===== config.mk =====
export PLATFORM = sky130hd
export DESIGN_NAME = ps2_cmd_scheduler_flat
export DESIGN_NICKNAME = d
export VERILOG_FILES = /design/src/rtl/ps2_cmd_scheduler_if.sv /design/src/rtl/ps2_cmd_scheduler.sv /design/src/flat_wrapper.sv
export SDC_FILE = /design/constraint.sdc
export NUM_CORES = 1
export LEC_CHECK = 0
export CAP_MARGIN = 5
export CORE_ASPECT_RATIO = 2
export CORE_MARGIN = 10
export CORE_UTILIZATION = 38
export DETAILED_ROUTE_END_ITERATION = 8
export PLACE_DENSITY = 0.62
export SLEW_MARGIN = 10
export SYNTH_ARGS = -nofsm -noshare
export SYNTH_HDL_FRONTEND = slang
export SYNTH_SLANG_ARGS = --single-unit

===== constraint.sdc =====
create_clock -name CLK -period 2.3 [get_ports CLK]
set_clock_uncertainty 0.2 [all_clocks]
set_input_delay 0.575 -clock CLK [delete_from_list [all_inputs] [get_ports CLK]]
set_output_delay 0.575 -clock CLK [all_outputs]
set_load 0.005 [all_outputs]

===== src/rtl/ps2_cmd_scheduler_if.sv =====
// Byte-channel bundle between command sources, PS/2 PHY and scheduler.
// Optional statistics signals exist only with PS2_SCHED_STATS_EN.
interface ps2_cmd_scheduler_if;
  logic       CMD_WR;
  logic [7:0] CMD_DATA;
  logic       CMD_FULL;
  logic       CMD_EMPTY;
  logic       PRIO_REQ;
  logic [7:0] PRIO_BYTE;
  logic       PRIO_ACK;
  logic       SEND_BYTE;
  logic [7:0] BYTE_TO_SEND;
  logic       BYTE_SENT;
  logic       READ_ENABLE;
  logic [7:0] BYTE_READ;
  logic       BYTE_READY;
  logic [1:0] BYTE_ERROR_CODE;
  logic       BUSY;
  logic       CMD_DONE;
  logic       CMD_FAIL;
  logic [7:0] LAST_RESP;
`ifdef PS2_SCHED_STATS_EN
  logic [7:0] FAIL_COUNT;
  logic [7:0] RETRY_COUNT;
`endif

  modport master (
    input  CMD_WR, CMD_DATA, PRIO_REQ, PRIO_BYTE,
    input  BYTE_SENT, BYTE_READ, BYTE_READY,
    input  BYTE_ERROR_CODE,
    output CMD_FULL, CMD_EMPTY, PRIO_ACK,
    output SEND_BYTE, BYTE_TO_SEND, READ_ENABLE,
    output BUSY, CMD_DONE, CMD_FAIL, LAST_RESP
`ifdef PS2_SCHED_STATS_EN
    , output FAIL_COUNT, RETRY_COUNT
`endif
  );

  modport slave (
    output CMD_WR, CMD_DATA, PRIO_REQ, PRIO_BYTE,
    output BYTE_SENT, BYTE_READ, BYTE_READY,
    output BYTE_ERROR_CODE,
    input  CMD_FULL, CMD_EMPTY, PRIO_ACK,
    input  SEND_BYTE, BYTE_TO_SEND, READ_ENABLE,
    input  BUSY, CMD_DONE, CMD_FAIL, LAST_RESP
`ifdef PS2_SCHED_STATS_EN
    , input FAIL_COUNT, RETRY_COUNT
`endif
  );
endinterface


===== src/rtl/ps2_cmd_scheduler.sv =====
// PS/2 host command scheduler: FIFO + priority byte, send/ack/retry FSM.
// Define PS2_SCHED_STATS_EN to add FAIL_COUNT / RETRY_COUNT outputs.
module ps2_cmd_scheduler #(
  parameter int FIFO_DEPTH     = 4,
  parameter int ADDR_W         = 2,
  parameter int TIMEOUT_CYCLES = 500000,
  parameter int MAX_RETRIES    = 3
) (
  input logic CLK,
  input logic RESET,
  ps2_cmd_scheduler_if.master bus
);
  localparam int TW  = $clog2(TIMEOUT_CYCLES) + 1;
  localparam int RWC = $clog2(MAX_RETRIES + 1);
  localparam int RW  = (RWC < 1) ? 1 : RWC;
  localparam int CW  = ADDR_W + 1;
  localparam logic [TW-1:0] T_LAST = TW'(TIMEOUT_CYCLES - 1);
  localparam logic [RW-1:0] R_MAX  = RW'(MAX_RETRIES);
  localparam logic [CW-1:0] F_MAX  = CW'(FIFO_DEPTH);

  typedef enum logic [2:0] {
    S_IDLE, S_LOAD, S_WAIT_SENT, S_WAIT_ACK,
    S_RETRY, S_DONE, S_FAIL
  } state_t;

  state_t            state;
  logic [7:0]        cur_byte;
  logic [RW-1:0]     retry_cnt;
  logic [TW-1:0]     timer;
  logic [7:0]        mem [FIFO_DEPTH];
  logic [ADDR_W-1:0] wr_ptr;
  logic [ADDR_W-1:0] rd_ptr;
  logic [CW-1:0]     count;
  logic [CW-1:0]     count_nxt;
  logic              wr_ok;
  logic              pop;

  // Qualify FIFO push/pop and compute next occupancy
  always_comb begin
    wr_ok = bus.CMD_WR && !bus.CMD_FULL;
    pop = (state == S_IDLE) && !bus.PRIO_REQ
          && !bus.CMD_EMPTY;
    count_nxt = count;
    if (wr_ok && !pop)
      count_nxt = count + CW'(1);
    else if (!wr_ok && pop)
      count_nxt = count - CW'(1);
  end

  // FIFO storage; contents need no reset
  always_ff @(posedge CLK) begin
    if (wr_ok)
      mem[wr_ptr] <= bus.CMD_DATA;
  end

  // FIFO pointers, occupancy and registered flags
  always_ff @(posedge CLK) begin
    if (RESET) begin
      wr_ptr        <= '0;
      rd_ptr        <= '0;
      count         <= '0;
      bus.CMD_FULL  <= 1'b0;
      bus.CMD_EMPTY <= 1'b1;
    end else begin
      if (wr_ok)
        wr_ptr <= wr_ptr + ADDR_W'(1);
      if (pop)
        rd_ptr <= rd_ptr + ADDR_W'(1);
      count         <= count_nxt;
      bus.CMD_FULL  <= (count_nxt == F_MAX);
      bus.CMD_EMPTY <= (count_nxt == '0);
    end
  end

  // Send / wait-ack / retry sequencer with registered outputs
  always_ff @(posedge CLK) begin
    if (RESET) begin
      state            <= S_IDLE;
      cur_byte         <= '0;
      retry_cnt        <= '0;
      timer            <= '0;
      bus.PRIO_ACK     <= 1'b0;
      bus.SEND_BYTE    <= 1'b0;
      bus.BYTE_TO_SEND <= '0;
      bus.READ_ENABLE  <= 1'b0;
      bus.BUSY         <= 1'b0;
      bus.CMD_DONE     <= 1'b0;
      bus.CMD_FAIL     <= 1'b0;
      bus.LAST_RESP    <= '0;
`ifdef PS2_SCHED_STATS_EN
      bus.FAIL_COUNT   <= '0;
      bus.RETRY_COUNT  <= '0;
`endif
    end else begin
      bus.PRIO_ACK    <= 1'b0;
      bus.SEND_BYTE   <= 1'b0;
      bus.CMD_DONE    <= 1'b0;
      bus.CMD_FAIL    <= 1'b0;
      bus.READ_ENABLE <= 1'b0;
      bus.BUSY        <= 1'b1;
      unique case (state)
        S_IDLE: begin
          timer    <= '0;
          bus.BUSY <= 1'b0;
          if (bus.PRIO_REQ) begin
            cur_byte     <= bus.PRIO_BYTE;
            bus.PRIO_ACK <= 1'b1;
            retry_cnt    <= '0;
            bus.BUSY     <= 1'b1;
            state        <= S_LOAD;
          end else if (!bus.CMD_EMPTY) begin
            cur_byte  <= mem[rd_ptr];
            retry_cnt <= '0;
            bus.BUSY  <= 1'b1;
            state     <= S_LOAD;
          end
        end
        S_LOAD: begin
          bus.SEND_BYTE    <= 1'b1;
          bus.BYTE_TO_SEND <= cur_byte;
          timer            <= '0;
          state            <= S_WAIT_SENT;
        end
        S_WAIT_SENT: begin
          if (bus.BYTE_SENT) begin
            timer           <= '0;
            bus.READ_ENABLE <= 1'b1;
            state           <= S_WAIT_ACK;
          end else if (timer == T_LAST) begin
            timer <= '0;
            state <= S_RETRY;
          end else begin
            timer <= timer + TW'(1);
          end
        end
        S_WAIT_ACK: begin
          if (bus.BYTE_ERROR_CODE != 2'b00) begin
            timer <= '0;
            state <= S_RETRY;
          end else if (bus.BYTE_READY) begin
            bus.LAST_RESP <= bus.BYTE_READ;
            timer         <= '0;
            if (bus.BYTE_READ == 8'hFA) begin
              bus.CMD_DONE <= 1'b1;
              state        <= S_DONE;
            end else begin
              state <= S_RETRY;
            end
          end else if (timer == T_LAST) begin
            timer <= '0;
            state <= S_RETRY;
          end else begin
            timer           <= timer + TW'(1);
            bus.READ_ENABLE <= 1'b1;
          end
        end
        S_RETRY: begin
          timer <= '0;
          if (retry_cnt < R_MAX) begin
            retry_cnt <= retry_cnt + RW'(1);
            state     <= S_LOAD;
`ifdef PS2_SCHED_STATS_EN
            if (bus.RETRY_COUNT != 8'hFF)
              bus.RETRY_COUNT <= bus.RETRY_COUNT + 8'd1;
`endif
          end else begin
            bus.CMD_FAIL <= 1'b1;
            state        <= S_FAIL;
`ifdef PS2_SCHED_STATS_EN
            if (bus.FAIL_COUNT != 8'hFF)
              bus.FAIL_COUNT <= bus.FAIL_COUNT + 8'd1;
`endif
          end
        end
        S_DONE: begin
          timer    <= '0;
          bus.BUSY <= 1'b0;
          state    <= S_IDLE;
        end
        S_FAIL: begin
          timer    <= '0;
          bus.BUSY <= 1'b0;
          state    <= S_IDLE;
        end
        default: begin
          timer    <= '0;
          bus.BUSY <= 1'b0;
          state    <= S_IDLE;
        end
      endcase
    end
  end
endmodule


===== src/flat_wrapper.sv =====
// flat-port wrapper written by rule: the top's interface ports become plain ports
module ps2_cmd_scheduler_flat 
#(
  parameter int FIFO_DEPTH     = 4,
  parameter int ADDR_W         = 2,
  parameter int TIMEOUT_CYCLES = 500000,
  parameter int MAX_RETRIES    = 3
)
  (CLK, RESET, bus_CMD_WR, bus_CMD_DATA, bus_PRIO_REQ, bus_PRIO_BYTE, bus_BYTE_SENT, bus_BYTE_READ, bus_BYTE_READY, bus_BYTE_ERROR_CODE, bus_CMD_FULL, bus_CMD_EMPTY, bus_PRIO_ACK, bus_SEND_BYTE, bus_BYTE_TO_SEND, bus_READ_ENABLE, bus_BUSY, bus_CMD_DONE, bus_CMD_FAIL, bus_LAST_RESP);
  ps2_cmd_scheduler_if bus_i ();
  input logic CLK;
  input logic RESET;
  input wire logic [$bits(bus_i.CMD_WR)-1:0] bus_CMD_WR;
  input wire logic [$bits(bus_i.CMD_DATA)-1:0] bus_CMD_DATA;
  input wire logic [$bits(bus_i.PRIO_REQ)-1:0] bus_PRIO_REQ;
  input wire logic [$bits(bus_i.PRIO_BYTE)-1:0] bus_PRIO_BYTE;
  input wire logic [$bits(bus_i.BYTE_SENT)-1:0] bus_BYTE_SENT;
  input wire logic [$bits(bus_i.BYTE_READ)-1:0] bus_BYTE_READ;
  input wire logic [$bits(bus_i.BYTE_READY)-1:0] bus_BYTE_READY;
  input wire logic [$bits(bus_i.BYTE_ERROR_CODE)-1:0] bus_BYTE_ERROR_CODE;
  output wire logic [$bits(bus_i.CMD_FULL)-1:0] bus_CMD_FULL;
  output wire logic [$bits(bus_i.CMD_EMPTY)-1:0] bus_CMD_EMPTY;
  output wire logic [$bits(bus_i.PRIO_ACK)-1:0] bus_PRIO_ACK;
  output wire logic [$bits(bus_i.SEND_BYTE)-1:0] bus_SEND_BYTE;
  output wire logic [$bits(bus_i.BYTE_TO_SEND)-1:0] bus_BYTE_TO_SEND;
  output wire logic [$bits(bus_i.READ_ENABLE)-1:0] bus_READ_ENABLE;
  output wire logic [$bits(bus_i.BUSY)-1:0] bus_BUSY;
  output wire logic [$bits(bus_i.CMD_DONE)-1:0] bus_CMD_DONE;
  output wire logic [$bits(bus_i.CMD_FAIL)-1:0] bus_CMD_FAIL;
  output wire logic [$bits(bus_i.LAST_RESP)-1:0] bus_LAST_RESP;
  assign bus_i.CMD_WR = bus_CMD_WR;
  assign bus_i.CMD_DATA = bus_CMD_DATA;
  assign bus_i.PRIO_REQ = bus_PRIO_REQ;
  assign bus_i.PRIO_BYTE = bus_PRIO_BYTE;
  assign bus_i.BYTE_SENT = bus_BYTE_SENT;
  assign bus_i.BYTE_READ = bus_BYTE_READ;
  assign bus_i.BYTE_READY = bus_BYTE_READY;
  assign bus_i.BYTE_ERROR_CODE = bus_BYTE_ERROR_CODE;
  assign bus_CMD_FULL = bus_i.CMD_FULL;
  assign bus_CMD_EMPTY = bus_i.CMD_EMPTY;
  assign bus_PRIO_ACK = bus_i.PRIO_ACK;
  assign bus_SEND_BYTE = bus_i.SEND_BYTE;
  assign bus_BYTE_TO_SEND = bus_i.BYTE_TO_SEND;
  assign bus_READ_ENABLE = bus_i.READ_ENABLE;
  assign bus_BUSY = bus_i.BUSY;
  assign bus_CMD_DONE = bus_i.CMD_DONE;
  assign bus_CMD_FAIL = bus_i.CMD_FAIL;
  assign bus_LAST_RESP = bus_i.LAST_RESP;
  ps2_cmd_scheduler #(.FIFO_DEPTH(FIFO_DEPTH), .ADDR_W(ADDR_W), .TIMEOUT_CYCLES(TIMEOUT_CYCLES), .MAX_RETRIES(MAX_RETRIES)) u_core (.CLK(CLK), .RESET(RESET), .bus(bus_i));
endmodule

==> qor.yml, run 1 <==
setup_path:
  rr_endpoint: "u_core.timer[12]$_SDFF_PP0_"
  cp-end-kind: "output pin"
  critPathArrivalTime_ns: 1.25
  cp.required_ns: 1.52
  ff2ff_path_depth: 4
  critPathBufInv: 1
  critPathMaxFanout: 4
  r2r-start: "u_core.timer[13]$_SDFF_PP0_"
  start_kind: "flop"
  crit_type: "flop to output pin"
  cp_top_family: "buffers and inverters"
  crit_chain: "clkdlybuf4s50_1"
  slowest_stage: "clkdlybuf4s50_1"
  critPathMaxStageDelay_ns: 0.54
  r2r_slack_ns: 0.35
detailed_routing:
  vias: 2927
  first_pass_iters: 4
  drc: 0
  routed_wl_microns: 8714
  vias_per_cell: 5.029
  wire_per_inst_microns: 14.97
  final_antenna_net_count: 0
  first_iter_violations: 66
cts:
  cts_hold_buffers: 0
  clk_pin_slew_ns: 0.07
  clock_latency_ns: 0.35
  cts_buffers: 9
  cts_tree: "yes"
  clkSinkCount: 98
  cts_buffer_depth: 2
  clockRootBuffer: "clkbuf_16"
  cts_htree_levels: 3
  post_cts_buffers: 0
die:
  dieArea_sq_um: 15580
  die_h_microns: 166.8
  die_w_microns: 93.40
  initial_utilization: 0.3883
  core_region_area_sq_um: 10540
  ios: 56
  rows: 53
sta:
  finalCriticalPeriod_ns: 2.022
  hold_viol: 0
  max_freq_mhz: 494.6
  slew_headroom: 0.6859
  tightest_slew_ns: 0.4592
  fin_ws_ns: 0.2782
  fin_crit_sh: 0.8790
  setup_viol: 0
  rsz0062_at_grt: "false"
  finalMaxSlewViolations: 0
synthesis:
  synth.area.top_cells: "dfxtp_1 (32%), edfxtp_1 (23%), nor2_1 (4.6%), mux4_2 (4.4%), mux2i_1 (3.9%)"
  syn_avg_cell_area_sq_um: 10.95
  synthFlopType: "dfxtp_1"
  async_flop_share: 0
  synth_warnings: 0
  synth_top_cell_by_area: "dfxtp_1"
  yosys-top-cells-count: "dfxtp_1 (66), nor2_1 (50), edfxtp_1 (32)"
  netlist_area_sq_um: 4094
  synth-seq-cells: 98
  ys_types: 53
  synth_edf_count: 32
  synth_top_area_frac: 0.3227
  yosysMostFrequentCell: "dfxtp_1"
  syn_nets: 414
  synth_seq_area_share: 0.5575
  synth_cells: 374
worst_hold_path:
  hp-start: "u_core.bus.BYTE_TO_SEND[5]$_SDFFE_PP0P_"
  hold_end: "u_core.bus.BYTE_TO_SEND[5]$_SDFFE_PP0P_"
  holdPathStages: 2
  hold_class: "flop to flop"
placement:
  io_buffers: 55
  hpwl_microns: 6534
  pre_cts_ws_ns: -0.2088
  placedCellCount: 566
  place_congestion: 0.8081
run_status:
  status: "completed"
pwr:
  p_clk_frac: 0.311
  p_leak_nw: 1.861
  comb_power_share: 0.235
  ir_worst_vdd_mv: 0.4306
  cell_internal_pwr_mw: 3.308
  swShare: 0.2966
  seq_power_share: 0.454
  power_density_nw_per_um2: 897.6
  p_sw_mw: 1.394
layout:
  final_nets: 480
  synthToLayoutAreaGrowth_pct: 27.96
  stdcell_count: 582
  drive_gt1_frac: 0.1213
  diodes: 0
global_routing:
  grt_pass1_vias: 3068
  antenna_found_initial: 0
  track_usage: 0.1169
  grt_pass1_wl_microns: 14690
  overflow: 0
  grt_max_degree: 32
run:
  drv_cap: 0
power groups by stage:
stage	combinational (mW)	sequential [mW]	clock, mW
floorplan	0.722	2.12	0
global placement	1.09	2.17	0
detailed placement	1.11	2.18	0
CTS	1.12	2.14	1.49
global route	1.24	2.16	1.56
finish	1.10	2.14	1.46
metrics by stage:
stage / hold slack [ns] / cell area, sq um / utilization / setup TNS (ns) / power [mW]
after detailed placement: 0.2447 / 4933 / 0.4679 / -3.403 / 3.286
after floorplan: 0.2299 / 4094 / - / 0 / 2.843
after CTS: 0.2552 / 5225 / 0.4956 / 0 / 4.744
after global placement: 0.2389 / 4933 / 0.4679 / -2.256 / 3.261
final: 0.2542 / 5239 / 0.4969 / 0 / 4.702
after global routing: 0.2767 / 5239 / 0.4969 / 0 / 4.962
worst max-delay path by stage:
stage                             endpoint  depth (start not counted)                            start  slack, ns
4_1_cts        u_core.timer[12]$_SDFF_PP0_                          5           bus_BYTE_ERROR_CODE[1]       0.13
3_5_place_dp   u_core.timer[19]$_SDFF_PP0_                          5           bus_BYTE_ERROR_CODE[1]      -0.21
5_1_grt        u_core.timer[12]$_SDFF_PP0_                          5           bus_BYTE_ERROR_CODE[1]       0.18
6_report                     bus_CMD_EMPTY                          1  u_core.bus.CMD_EMPTY$_SDFF_PP1_       0.28
3_3_place_gp   u_core.timer[15]$_SDFF_PP0_                          5           bus_BYTE_ERROR_CODE[1]      -0.15
2_1_floorplan   u_core.count[2]$_SDFF_PP0_                          5                     bus_PRIO_REQ       0.35
per-layer routing:
metal,up-vias,wire [microns],global-route usage
met1,1376,3251,0.1151
li1,1487,-,-
met5,-,0,0
met4,0,194,0.06275
met2,50,4874,0.2161
met3,14,393,0.02431
state kept, by name, summed over array words and instances, names as in the netlist, named ones only:
| signal | flops |
|---|---|
| u_core.count | 3 |
| u_core.wr_ptr | 2 |
| u_core.timer | 20 |
| u_core.state | 3 |
| u_core.bus.READ_ENABLE | 1 |
| u_core.bus.CMD_FAIL | 1 |
| u_core.retry_cnt | 2 |
| u_core.bus.CMD_EMPTY | 1 |
| u_core.bus.CMD_DONE | 1 |
| u_core.bus.LAST_RESP | 8 |
| u_core.bus.BUSY | 1 |
| u_core.mem | 32 |
| u_core.bus.BYTE_TO_SEND | 8 |
| u_core.bus.PRIO_ACK | 1 |
| u_core.rd_ptr | 2 |
| u_core.bus.SEND_BYTE | 1 |
| u_core.bus.CMD_FULL | 1 |
| u_core.cur_byte | 8 |
placed cells by master (no fill, tap or decap), types with 3 or more instances in the layout:
master	count
nand3_1	7
mux2i_1	16
inv_6	4
buf_4	12
clkdlybuf4s50_1	55
dfxtp_1	66
ha_1	8
or3_1	4
inv_1	9
clkbuf_16	9
nand4_1	6
edfxtp_1	32
nor2_1	50
and3_1	3
nand2b_1	4
nand4b_1	3
a211oi_1	13
nor4_1	9
nor3_1	7
xnor2_1	12
mux4_2	8
nand2_1	30
a21oi_1	16
or2_2	4
o21ai_0	5
buf_12	5
xor2_1	5
and2_1	5
cells by family (layout without fill, tap and decap cells):
| group | Yosys count | after routing | share of synthesized area |
|---|---|---|---|
| multiplexers | 24 | 24 | 0.08313 |
| AND/OR/NAND/NOR | 147 | 147 | 0.1843 |
| buffers and inverters | 26 | 97 | 0.02598 |
| AO/OA/AOI/OAI | 54 | 54 | 0.08832 |
| XOR/XNOR | 17 | 17 | 0.03637 |
| flip-flops | 98 | 98 | 0.5575 |
| adder cells (fa/ha/maj) | 8 | 8 | 0.02445 |
layout make-up:
| type | count | area, sq um |
|---|---|---|
| Clock buffer | 9 | 225.2 |
| Clock inverter | 7 | 66.31 |
| Fill cell | 963 | 5305 |
| Inverter | 9 | 33.78 |
| Multi-Input combinational cell | 250 | 1719 |
| Sequential cell | 98 | 2282 |
| Tap cell | 137 | 171.4 |
| Timing Repair Buffer | 72 | 740.7 |
what timing repair did:
action	in CTS	in global routing
hold endpoints to repair	0	0
resized for setup	0	2
endpoints found under the setup margin	0	17
(Power assumes the default switching activity.)
==> inputs of run 2 (changes only) <==
- ABC_AREA: not set -> 0
- CELL_PAD_IN_SITES_DETAIL_PLACEMENT: not set -> 1
- CELL_PAD_IN_SITES_GLOBAL_PLACEMENT: not set -> 1
- PLACE_DENSITY: 0.62 -> 0.74
==> run 2 against run 1 <==
Worst setup slack lost 0.085 ns; critical path depth rose by 3; via count is 4.6% higher; design area grew 0.36%; sequential cell count is the same; total power rose by 1.7%; final cell count rose by 0.34%; sequential power is essentially flat; largest cell class unchanged; largest power group unchanged.
==> qor.yml, run 2 (same netlist as run 1, synthesis figures left out) <==
setup_path:
  cp.required_ns: 2.34  # +0.82 ns
  ff2ff_path_depth: 4  # unchanged
  cp-end-kind: "flop"
  start_kind: "flop"
  crit_type: "flop to flop"
  critPathArrivalTime_ns: 2.14  # +0.89 ns
  critPathMaxFanout: 16  # +12
  rr_endpoint: "u_core.bus.CMD_FULL$_SDFF_PP0_"
  r2r_slack_ns: 0.19  # -0.16 ns
  r2r-start: "u_core.state[0]$_SDFFE_PP0P_"
detailed_routing:
  first_pass_iters: 4  # unchanged
  first_iter_violations: 92  # +39%
  final_antenna_net_count: 0  # unchanged
  vias_per_cell: 5.245  # +4.3%
  routed_wl_microns: 9969  # +14%
  wire_per_inst_microns: 17.07  # +14%
  vias: 3063  # +4.6%
  drc: 0  # unchanged
cts:
  cts_htree_levels: 3  # unchanged
  post_cts_buffers: 0  # unchanged
  clock_latency_ns: 0.34  # about the same
  clk_pin_slew_ns: 0.07  # about the same
  cts_buffers: 9  # unchanged
  clkSinkCount: 98  # unchanged
  cts_tree: "yes"
  clockRootBuffer: "clkbuf_16"
  cts_buffer_depth: 2  # unchanged
sta:
  finalMaxSlewViolations: 0  # unchanged
  max_freq_mhz: 474.7  # -4.0%
  tightest_slew_ns: 0.5220  # +0.06277 ns
  hold-worst-slack_ns: 0.2579  # +0.003661 ns
  setup_viol: 0  # unchanged
  fin_crit_sh: 0.9160  # +0.03693
  hold_viol: 0  # unchanged
  finalCriticalPeriod_ns: 2.107  # +0.08495 ns
  slew_headroom: 0.6515  # -0.03440
worst_hold_path:
  holdPathStages: 2  # unchanged
  hp-start: "u_core.bus.BYTE_TO_SEND[1]$_SDFFE_PP0P_"
  hold_class: "flop to flop"
  hold_end: "u_core.bus.BYTE_TO_SEND[1]$_SDFFE_PP0P_"
global_routing:
  grt_pass1_vias: 3379  # +10%
  grt_max_degree: 34  # +6.3%
  grt_pass1_wl_microns: 16390  # +12%
  track_usage: 0.1324  # +0.01552
  overflow: 0  # unchanged
  antenna_found_initial: 0  # unchanged
layout:
  drive_gt1_frac: 0.1230  # +0.001694
  largest_reg_flops: 32  # unchanged
  final_nets: 482  # +0.42%
  diodes: 0  # unchanged
  top_regs: "u_core.mem x32, u_core.timer x20"
  final_cell_mix: "dfxtp_1 (66), clkdlybuf4s50_1 (55), nor2_1 (50)"
  final_util: 0.4986  # +0.001780
  largest-register: "u_core.mem"
  synthToLayoutAreaGrowth_pct: 28.42
  layout_commonest_cell: "dfxtp_1"
run_status:
  status: "completed"
pwr:
  comb_power_share: 0.234  # about the same
  ir_worst_vdd_mv: 0.4345  # +0.90%
  p_sw_mw: 1.389  # -0.38%
  cell_internal_pwr_mw: 3.391  # +2.5%
  p_clk_frac: 0.313  # +0.002
  power_density_nw_per_um2: 909.2  # +1.3%
  seq_power_share: 0.453  # about the same
  swShare: 0.2906  # -0.005953
  p_leak_nw: 1.866  # +0.30%
placement:
  hpwl_microns: 7741  # +18%
  place_congestion: 0.8082  # about the same
  io_buffers: 55  # unchanged
die:
  dieArea_sq_um: 15580  # unchanged
  core_region_area_sq_um: 10540  # unchanged
  die_h_microns: 166.8  # unchanged
  rows: 53  # unchanged
  die_w_microns: 93.40  # unchanged
  ios: 56  # unchanged
  initial_utilization: 0.3883  # unchanged
run:
  drv_cap: 0  # unchanged
[run 2: worst max path at each step]
stage	end	startpoint	slack, ns
floorplan	u_core.count[2]$_SDFF_PP0_	bus_PRIO_REQ	0.35
global placement	u_core.timer[18]$_SDFF_PP0_	bus_BYTE_ERROR_CODE[1]	-0.13
detailed placement	u_core.timer[19]$_SDFF_PP0_	bus_BYTE_ERROR_CODE[1]	-0.23
CTS	u_core.timer[19]$_SDFF_PP0_	bus_BYTE_ERROR_CODE[1]	0.1
global route	u_core.timer[19]$_SDFF_PP0_	u_core.state[0]$_SDFFE_PP0P_	-0.004
finish	u_core.bus.CMD_FULL$_SDFF_PP0_	u_core.state[0]$_SDFFE_PP0P_	0.19
[run 2: critical path: stages (launching register included)]
cell       delay (ns)
dfxtp_1          0.47
nor3_2           0.51
a2111oi_0        0.21
a211oi_1         0.39
o21ba_2          0.22
[run 2: routing by layer]
metal | track usage | wire length, microns | up-vias
li1 | - | - | 1490
met1 | 0.1188 | 3512 | 1516
met2 | 0.2611 | 5893 | 46
met3 | 0.03107 | 349 | 11
met4 | 0.05803 | 214 | 0
met5 | 0 | 0 | -
[run 2: area by class of cell]
type	count	area, sq um
multi-input cells	250	1713
clock inverters	7	76.32
flip-flops and latches	98	2282
repair buffers	74	755.7
clock buffers	9	225.2
well taps	137	171.4
inverters	9	33.78
fillers	1105	5286
[run 2: power groups by stage]
stage | registers [mW] | logic [mW] | clock network [mW]
finish | 2.16 | 1.12 | 1.50
global route | 2.19 | 1.25 | 1.62
CTS | 2.17 | 1.14 | 1.54
detailed placement | 2.20 | 1.13 | 0
global placement | 2.19 | 1.07 | 0
floorplan | 2.12 | 0.722 | 0
[run 2: timing repair]
item,in CTS,in global routing
setup endpoints to repair,0,17
resized for setup,0,1
hold buffers,0,0
[run 2: stage by stage]
stage	power [mW]	instances	area, sq um	worst slack, ns	setup TNS, ns
floorplan	2.843	374	4094	0.3494	0
global placement	3.255	568	4949	-0.1304	-1.826
detailed placement	3.327	568	4949	-0.2328	-3.639
CTS	4.846	584	5250	0.09652	0
global route	5.058	584	5258	-0.004411	-0.004704
finish	4.780	584	5258	0.1933	0
==> inputs of run 3 (changes only) <==
- CORE_UTILIZATION: 38 -> 43
- PLACE_DENSITY: 0.74 -> 0.82
==> run 3 against run 2 <==
Register-to-register slack worse by 0.02 ns; global-route usage up 2.8 points; worst setup slack worse by 0.041 ns; utilization up 6.0 points; sequential share of layout area up 0.40 points; design area down 0.90%; count of clock-buffer cells in the layout unchanged; sequential power about the same; first-iteration DRC count up 16%; total power about the same; maximum frequency down 1.9%; combinational power about the same.
==> qor.yml, run 3 (same netlist as run 1, synthesis figures left out) <==
detailed_routing:
  vias: 3104  # +1.3%
  drc: 0  # unchanged
  wire_per_inst_microns: 19.00  # +11%
  first_pass_iters: 6  # +2
  first_iter_violations: 107  # +16%
  routed_wl_microns: 10510  # +5.4%
  final_antenna_net_count: 0  # unchanged
  vias_per_cell: 5.613  # +7.0%
worst_hold_path:
  hp-start: "u_core.cur_byte[5]$_SDFFE_PP0P_"
  holdPathStages: 2  # unchanged
  hold_class: "flop to flop"
  hold_end: "u_core.bus.BYTE_TO_SEND[5]$_SDFFE_PP0P_"
setup_path:
  cp-end-kind: "flop"
  critPathArrivalTime_ns: 2.22  # +0.08 ns
  r2r_slack_ns: 0.17  # -0.02 ns
  crit_type: "input port to flop"
  ff2ff_path_depth: 4  # unchanged
  rr_endpoint: "u_core.timer[11]$_SDFF_PP0_"
  cp.required_ns: 2.37  # +0.03 ns
  r2r-start: "u_core.timer[6]$_SDFF_PP0_"
  critPathMaxFanout: 18  # +2
  cp-startpoint: "bus_BYTE_READY"
  start_kind: "input port"
sta:
  fin_crit_sh: 0.9339  # +0.01796
  setup_tns_ns: 0  # unchanged
  slew_headroom: 0.5106  # -0.1409
  finalCriticalPeriod_ns: 2.148  # +0.04131 ns
  hold-worst-slack_ns: 0.2549  # -0.003004 ns
  rsz0062_at_grt: "false"
  tightest_slew_ns: 0.7336  # +0.2116 ns
  finalMaxSlewViolations: 0  # unchanged
  hold_viol: 0  # unchanged
  max_freq_mhz: 465.5  # -1.9%
  setup_viol: 0  # unchanged
layout:
  drive_gt1_frac: 0.1247  # +0.001679
  layout_commonest_cell: "dfxtp_1"
  final_nets: 484  # +0.41%
  largest-register: "u_core.mem"
  diodes: 0  # unchanged
  top_regs: "u_core.mem x32, u_core.timer x20"
  stdcell_count: 553  # -5.3%
  synthToLayoutAreaGrowth_pct: 27.26
  largest_reg_flops: 32  # unchanged
  design_area_sq_um: 5210  # -0.90%
  final_cell_mix: "dfxtp_1 (66), clkdlybuf4s50_1 (55), nor2_1 (50)"
cts:
  clock_latency_ns: 0.35  # about the same
  cts_hold_buffers: 0  # unchanged
  post_cts_buffers: 0  # unchanged
  cts_htree_levels: 3  # unchanged
  clkSinkCount: 98  # unchanged
  clockRootBuffer: "clkbuf_16"
  cts_buffers: 9  # unchanged
  cts_buffer_depth: 2  # unchanged
  cts_resized: 0  # unchanged
  cts_tree: "yes"
  clk_pin_slew_ns: 0.07  # about the same
run:
  drv_cap: 0  # unchanged
die:
  initial_utilization: 0.4392  # +0.05092
  die_w_microns: 89.00  # -4.7%
  core_region_area_sq_um: 9321  # -12%
  dieArea_sq_um: 14060  # -9.7%
  rows: 50  # -5.7%
  ios: 56  # unchanged
  die_h_microns: 158.0  # -5.3%
global_routing:
  grt-busiest-layer: "met2"
  antenna_found_initial: 0  # unchanged
  grt_util_met3: 0.04169  # +0.01062
  grt_max_degree: 25  # -26%
  grtUsageMet1: 0.1558  # +0.03699
  use_met2: 0.3031  # +0.04198
  grt_pass1_vias: 3435  # +1.7%
  overflow: 0  # unchanged
  grt_pass1_wl_microns: 17350  # +5.9%
  track_usage: 0.1599  # +0.02753
placement:
  place_congestion: 0.7707  # -4.6%
  io_buffers: 55  # unchanged
  place_area_sq_um: 4910  # -0.78%
  hpwl_microns: 7776  # +0.45%
  placedCellCount: 537  # -5.5%
pwr:
  ir_worst_vdd_mv: 0.4285  # -1.4%
  power_density_nw_per_um2: 918.3  # +1.0%
  p_leak_nw: 1.867  # about the same
run_status:
  status: "completed"
-- run 3: cell count changes in the layout (fill, tap and decap cells not counted), sizes merged --
| cell | before | now |
|---|---|---|
| buf | 19 | 21 |
-- run 3: layout make-up --
cell class / count / area (sq um)
Clock buffer: 9 / 225.2
Clock inverter: 7 / 75.07
Fill cell: 1016 / 4111
Inverter: 9 / 33.78
Multi-Input combinational cell: 250 / 1705
Sequential cell: 98 / 2282
Tap cell: 104 / 130.1
Timing Repair Buffer: 76 / 758.2
-- run 3: power breakdown --
part           total [mW]  leakage, nW  internal, mW  switching, mW
clock network        1.51        0.140         0.849          0.661
registers            2.17        0.831          1.99          0.180
logic                1.10        0.896         0.531          0.571
total                4.78         1.87          3.37           1.41
-- run 3: per-layer routing --
metal	wire length (microns)	up-vias
li1	-	1483
met1	3862	1551
met2	6098	57
met3	367	13
met4	178	0
met5	0	-
-- run 3: worst max-delay path: stages --
cell             delay, ns
clkdlybuf4s50_1       0.45
nor4b_1               0.31
buf_4                 0.17
o211ai_1              0.12
o21bai_2              0.39
a21oi_1               0.20
-- run 3: worst max path at each step --
stage,to,slack [ns],cells past startpoint
after floorplan,u_core.count[2]$_SDFF_PP0_,0.35,5
after global placement,u_core.timer[18]$_SDFF_PP0_,-0.15,6
after detailed placement,u_core.timer[18]$_SDFF_PP0_,-0.20,6
after CTS,u_core.timer[11]$_SDFF_PP0_,0.12,4
after global routing,u_core.timer[13]$_SDFF_PP0_,0.0008,4
final,u_core.timer[18]$_SDFF_PP0_,0.15,6
-- run 3: per-stage QoR --
stage	setup slack, ns	util	power [mW]
2_1_floorplan	0.3494	-	2.843
3_3_place_gp	-0.1475	0.5267	3.240
3_5_place_dp	-0.2022	0.5267	3.306
4_1_cts	0.1240	0.5589	4.845
5_1_grt	0.0007634	0.5589	5.069
6_report	0.1520	0.5589	4.784
==> RTL change, RTL diff (config.mk and constraints of run 2) <==
`TIMEOUT_CYCLES` is set to 500000 in 2 places; all go to 125000.
--- a/src/rtl/ps2_cmd_scheduler.sv
+++ b/src/rtl/ps2_cmd_scheduler.sv
@@ -3,7 +3,7 @@
 module ps2_cmd_scheduler #(
   parameter int FIFO_DEPTH     = 4,
   parameter int ADDR_W         = 2,
-  parameter int TIMEOUT_CYCLES = 500000,
+  parameter int TIMEOUT_CYCLES = 125000,
   parameter int MAX_RETRIES    = 3
 ) (
   input logic CLK,
--- a/src/flat_wrapper.sv
+++ b/src/flat_wrapper.sv
@@ -3,7 +3,7 @@
 #(
   parameter int FIFO_DEPTH     = 4,
   parameter int ADDR_W         = 2,
-  parameter int TIMEOUT_CYCLES = 500000,
+  parameter int TIMEOUT_CYCLES = 125000,
   parameter int MAX_RETRIES    = 3
 )
   (CLK, RESET, bus_CMD_WR, bus_CMD_DATA, bus_PRIO_REQ, bus_PRIO_BYTE, bus_BYTE_SENT, bus_BYTE_READ, bus_BYTE_READY, bus_BYTE_ERROR_CODE, bus_CMD_FULL, bus_CMD_EMPTY, bus_PRIO_ACK, bus_SEND_BYTE, bus_BYTE_TO_SEND, bus_READ_ENABLE, bus_BUSY, bus_CMD_DONE, bus_CMD_FAIL, bus_LAST_RESP);
Check against the original RTL: same outputs for any inputs over 4 cycles, from zero or initial values and one cycle with RESET high; that may be too few to reach the edited logic, so the function may still have changed.
==> RTL change against run 2 <==
Routed wire length decreased by 4.6%. Maximum frequency decreased by 1.6%. Cell area decreased by 2.6%. Die area decreased by 2.4%. Setup slack got worse by 33 ps. First-iteration DRC count decreased by 8.7%. Clock power decreased by 4%. Highest routed layer unchanged. Largest power group unchanged. Synthesized area decreased by 2.9%. Hold slack got worse by 7.5 ps. Critical endpoint is now bus_CMD_EMPTY. Synthesized cell count decreased by 2.9%. Sequential cell count decreased by 2. Critical path depth decreased by 3. Total power decreased by 3.8%.
==> RTL change: results (changes against run 2) <==
| Metric | Value |
|---|---|
| TritonCTS Buffers | `9 (unchanged)` |
| Status | `finished clean` |
| First-pass GRT wire length | `15,800 um (-3.3%)` |
| FF-to-FF setup slack | `290 ps (+100 ps)` |
| Ys async rst share | `0% (unchanged)` |
| Top flop regs | `u_core.mem (32), u_core.timer (18)` |
| R2R depth | `4 (unchanged)` |
| Post-synth top cells | `dfxtp_1, nor2_1, nand2_1` |
| Post-CTS Setup Bufs | `0 (unchanged)` |
| Post-synth EDFFs | `32 (unchanged)` |
| Met3 Usage GRT | `3.18% (+0.077 points)` |
| NumNets Final | `474 (-1.7%)` |
| Post-synth cell types | `52 (-1.9%)` |
| Final WL | `9510 um (-4.6%)` |
| Worst EP arrival | `1370 ps (-770 ps)` |
| Root Buffer | `clkbuf_16` |
| Cell family with the largest share of critical-path delay | `buffers and inverters` |
| Vias in the first global route | `3,260 (-3.5%)` |
| CTS Buffer Depth | `2 (unchanged)` |
| Gpl congestion | `0.764 (-5.4%)` |
| Leak | `0.00186 uW (-0.28%)` |
| Area after DPL | `0.00483 mm^2 (-2.4%)` |
| Top area cells in the synthesized netlist | `dfxtp_1, edfxtp_1, mux4_2` |
| Fillcell total | `1,153 (+4.3%)` |
| CP peak stage delay | `570 ps (+60 ps)` |
| Iteration-0 DRC Markers | `84 (-8.7%)` |
| Crit-path max FO | `5 (-11)` |
| Hold Path Class | `register to register` |
| Gr usage total | `13.1% (-0.099 points)` |
| Largest net degree at the start of global routing | `33 (-2.9%)` |
| M2 GR Usage | `25.8% (-0.34 points)` |
| Synth warn | `0 (unchanged)` |
| CP max stage cell | `clkdlybuf4s50_1` |
| Register area share after synthesis | `56.4% (+0.66 points)` |
| Crit Reg-Reg Startpoint | `u_core.state[1]` |
| DR vias/cell | `5.16 (-1.6%)` |
| Crit. Startpoint | `u_core.bus.CMD_EMPTY` |
| Post-CTS Resized | `0 (unchanged)` |
| Reg-to-Reg End | `u_core.bus.CMD_EMPTY` |
| Worst setup endpoint | `bus_CMD_EMPTY` |
| Share of layout cells above drive strength 1 | `13.0% (+0.68 points)` |
| Skew-Pair Late Insertion Delay | `350 ps` |
| Grt met1 use | `12.3% (+0.39 points)` |
| Max VDD drop | `396 uV (-8.9%)` |
| Syn_nets | `403 (-2.7%)` |
| Setup TNS | `0 ps (unchanged)` |
| Pre-Repair DR Iteration Count | `3 (-1)` |
| Least-Margin Pin Slew | `569 ps (+47.2 ps)` |
| Post-DP HPWL | `7300 um (-5.7%)` |
| N_diodes | `0 (unchanged)` |
| Antenna violations before repair | `0 (unchanged)` |
| Reg clk slew, reported paths | `70 ps (about the same)` |
| H-tree depth | `3 (unchanged)` |
==> RTL change: cell count changes in the layout (fill, tap and decap cells not counted), sizes merged, moves of 7 or more <==
cell    before  now
a311oi       2    9
xnor2       12    5
mux2i       16    8
nand2       30   41
a211oi      13    5
nor4         9    2
==> RTL change: worst min-delay path by stage <==
stage	from	to	slack, ps	cells after the start
after floorplan	u_core.timer[0]	u_core.timer[0]	210	1
after global placement	u_core.timer[0]	u_core.timer[0]	230	1
after detailed placement	u_core.timer[0]	u_core.timer[0]	240	1
after CTS	u_core.timer[0]	u_core.timer[0]	260	1
after global routing	u_core.cur_byte[5]	u_core.bus.BYTE_TO_SEND[5]	280	2
final	u_core.timer[0]	u_core.timer[0]	250	1
==> RTL change: power breakdown <==
part | total (uW) | internal, uW | leakage, uW | switching [uW]
logic | 1060 | 536 | 0.000912 | 527
clock network | 1440 | 754 | 0.000135 | 688
registers | 2090 | 1940 | 0.000814 | 151
==> RTL change: area by class of cell <==
cell class / instances / area, um^2 / area share, %
clock buffer: 9 / 225 / 4.40
clock inverter: 7 / 61.3 / 1.20
inverter: 9 / 33.8 / 0.660
multi-input combinational: 241 / 1610 / 31.4
sequential: 96 / 2240 / 43.8
tap: 135 / 169 / 3.30
timing repair buffer: 77 / 778 / 15.2
==> RTL change: routing by layer <==
metal / up-vias / part of all wire, %
met5: - / 0
met3: 13 / 2.5
met4: 0 / 1.8
met1: 1454 / 38
li1: 1455 / -
met2: 41 / 57
==> RTL change: kinds of logic after synthesis <==
group	Yosys count	share of synthesized area, %
xor+xnor	14	3.08
mux	16	6.55
flops	96	56.4
simple gates	150	19.0
fa+ha+maj	8	2.52
buf+inv	26	3.12
compound gates	53	9.29
==> RTL change: through the flow <==
stage | setup slack (ps) | std cells | utilization [%]
2_1_floorplan | 276 | 363 | -
3_3_place_gp | -57.0 | 558 | 47.6
3_5_place_dp | -111 | 558 | 47.6
4_1_cts | 145 | 574 | 50.4
5_1_grt | 95.4 | 574 | 50.4
6_report | 160 | 574 | 50.4
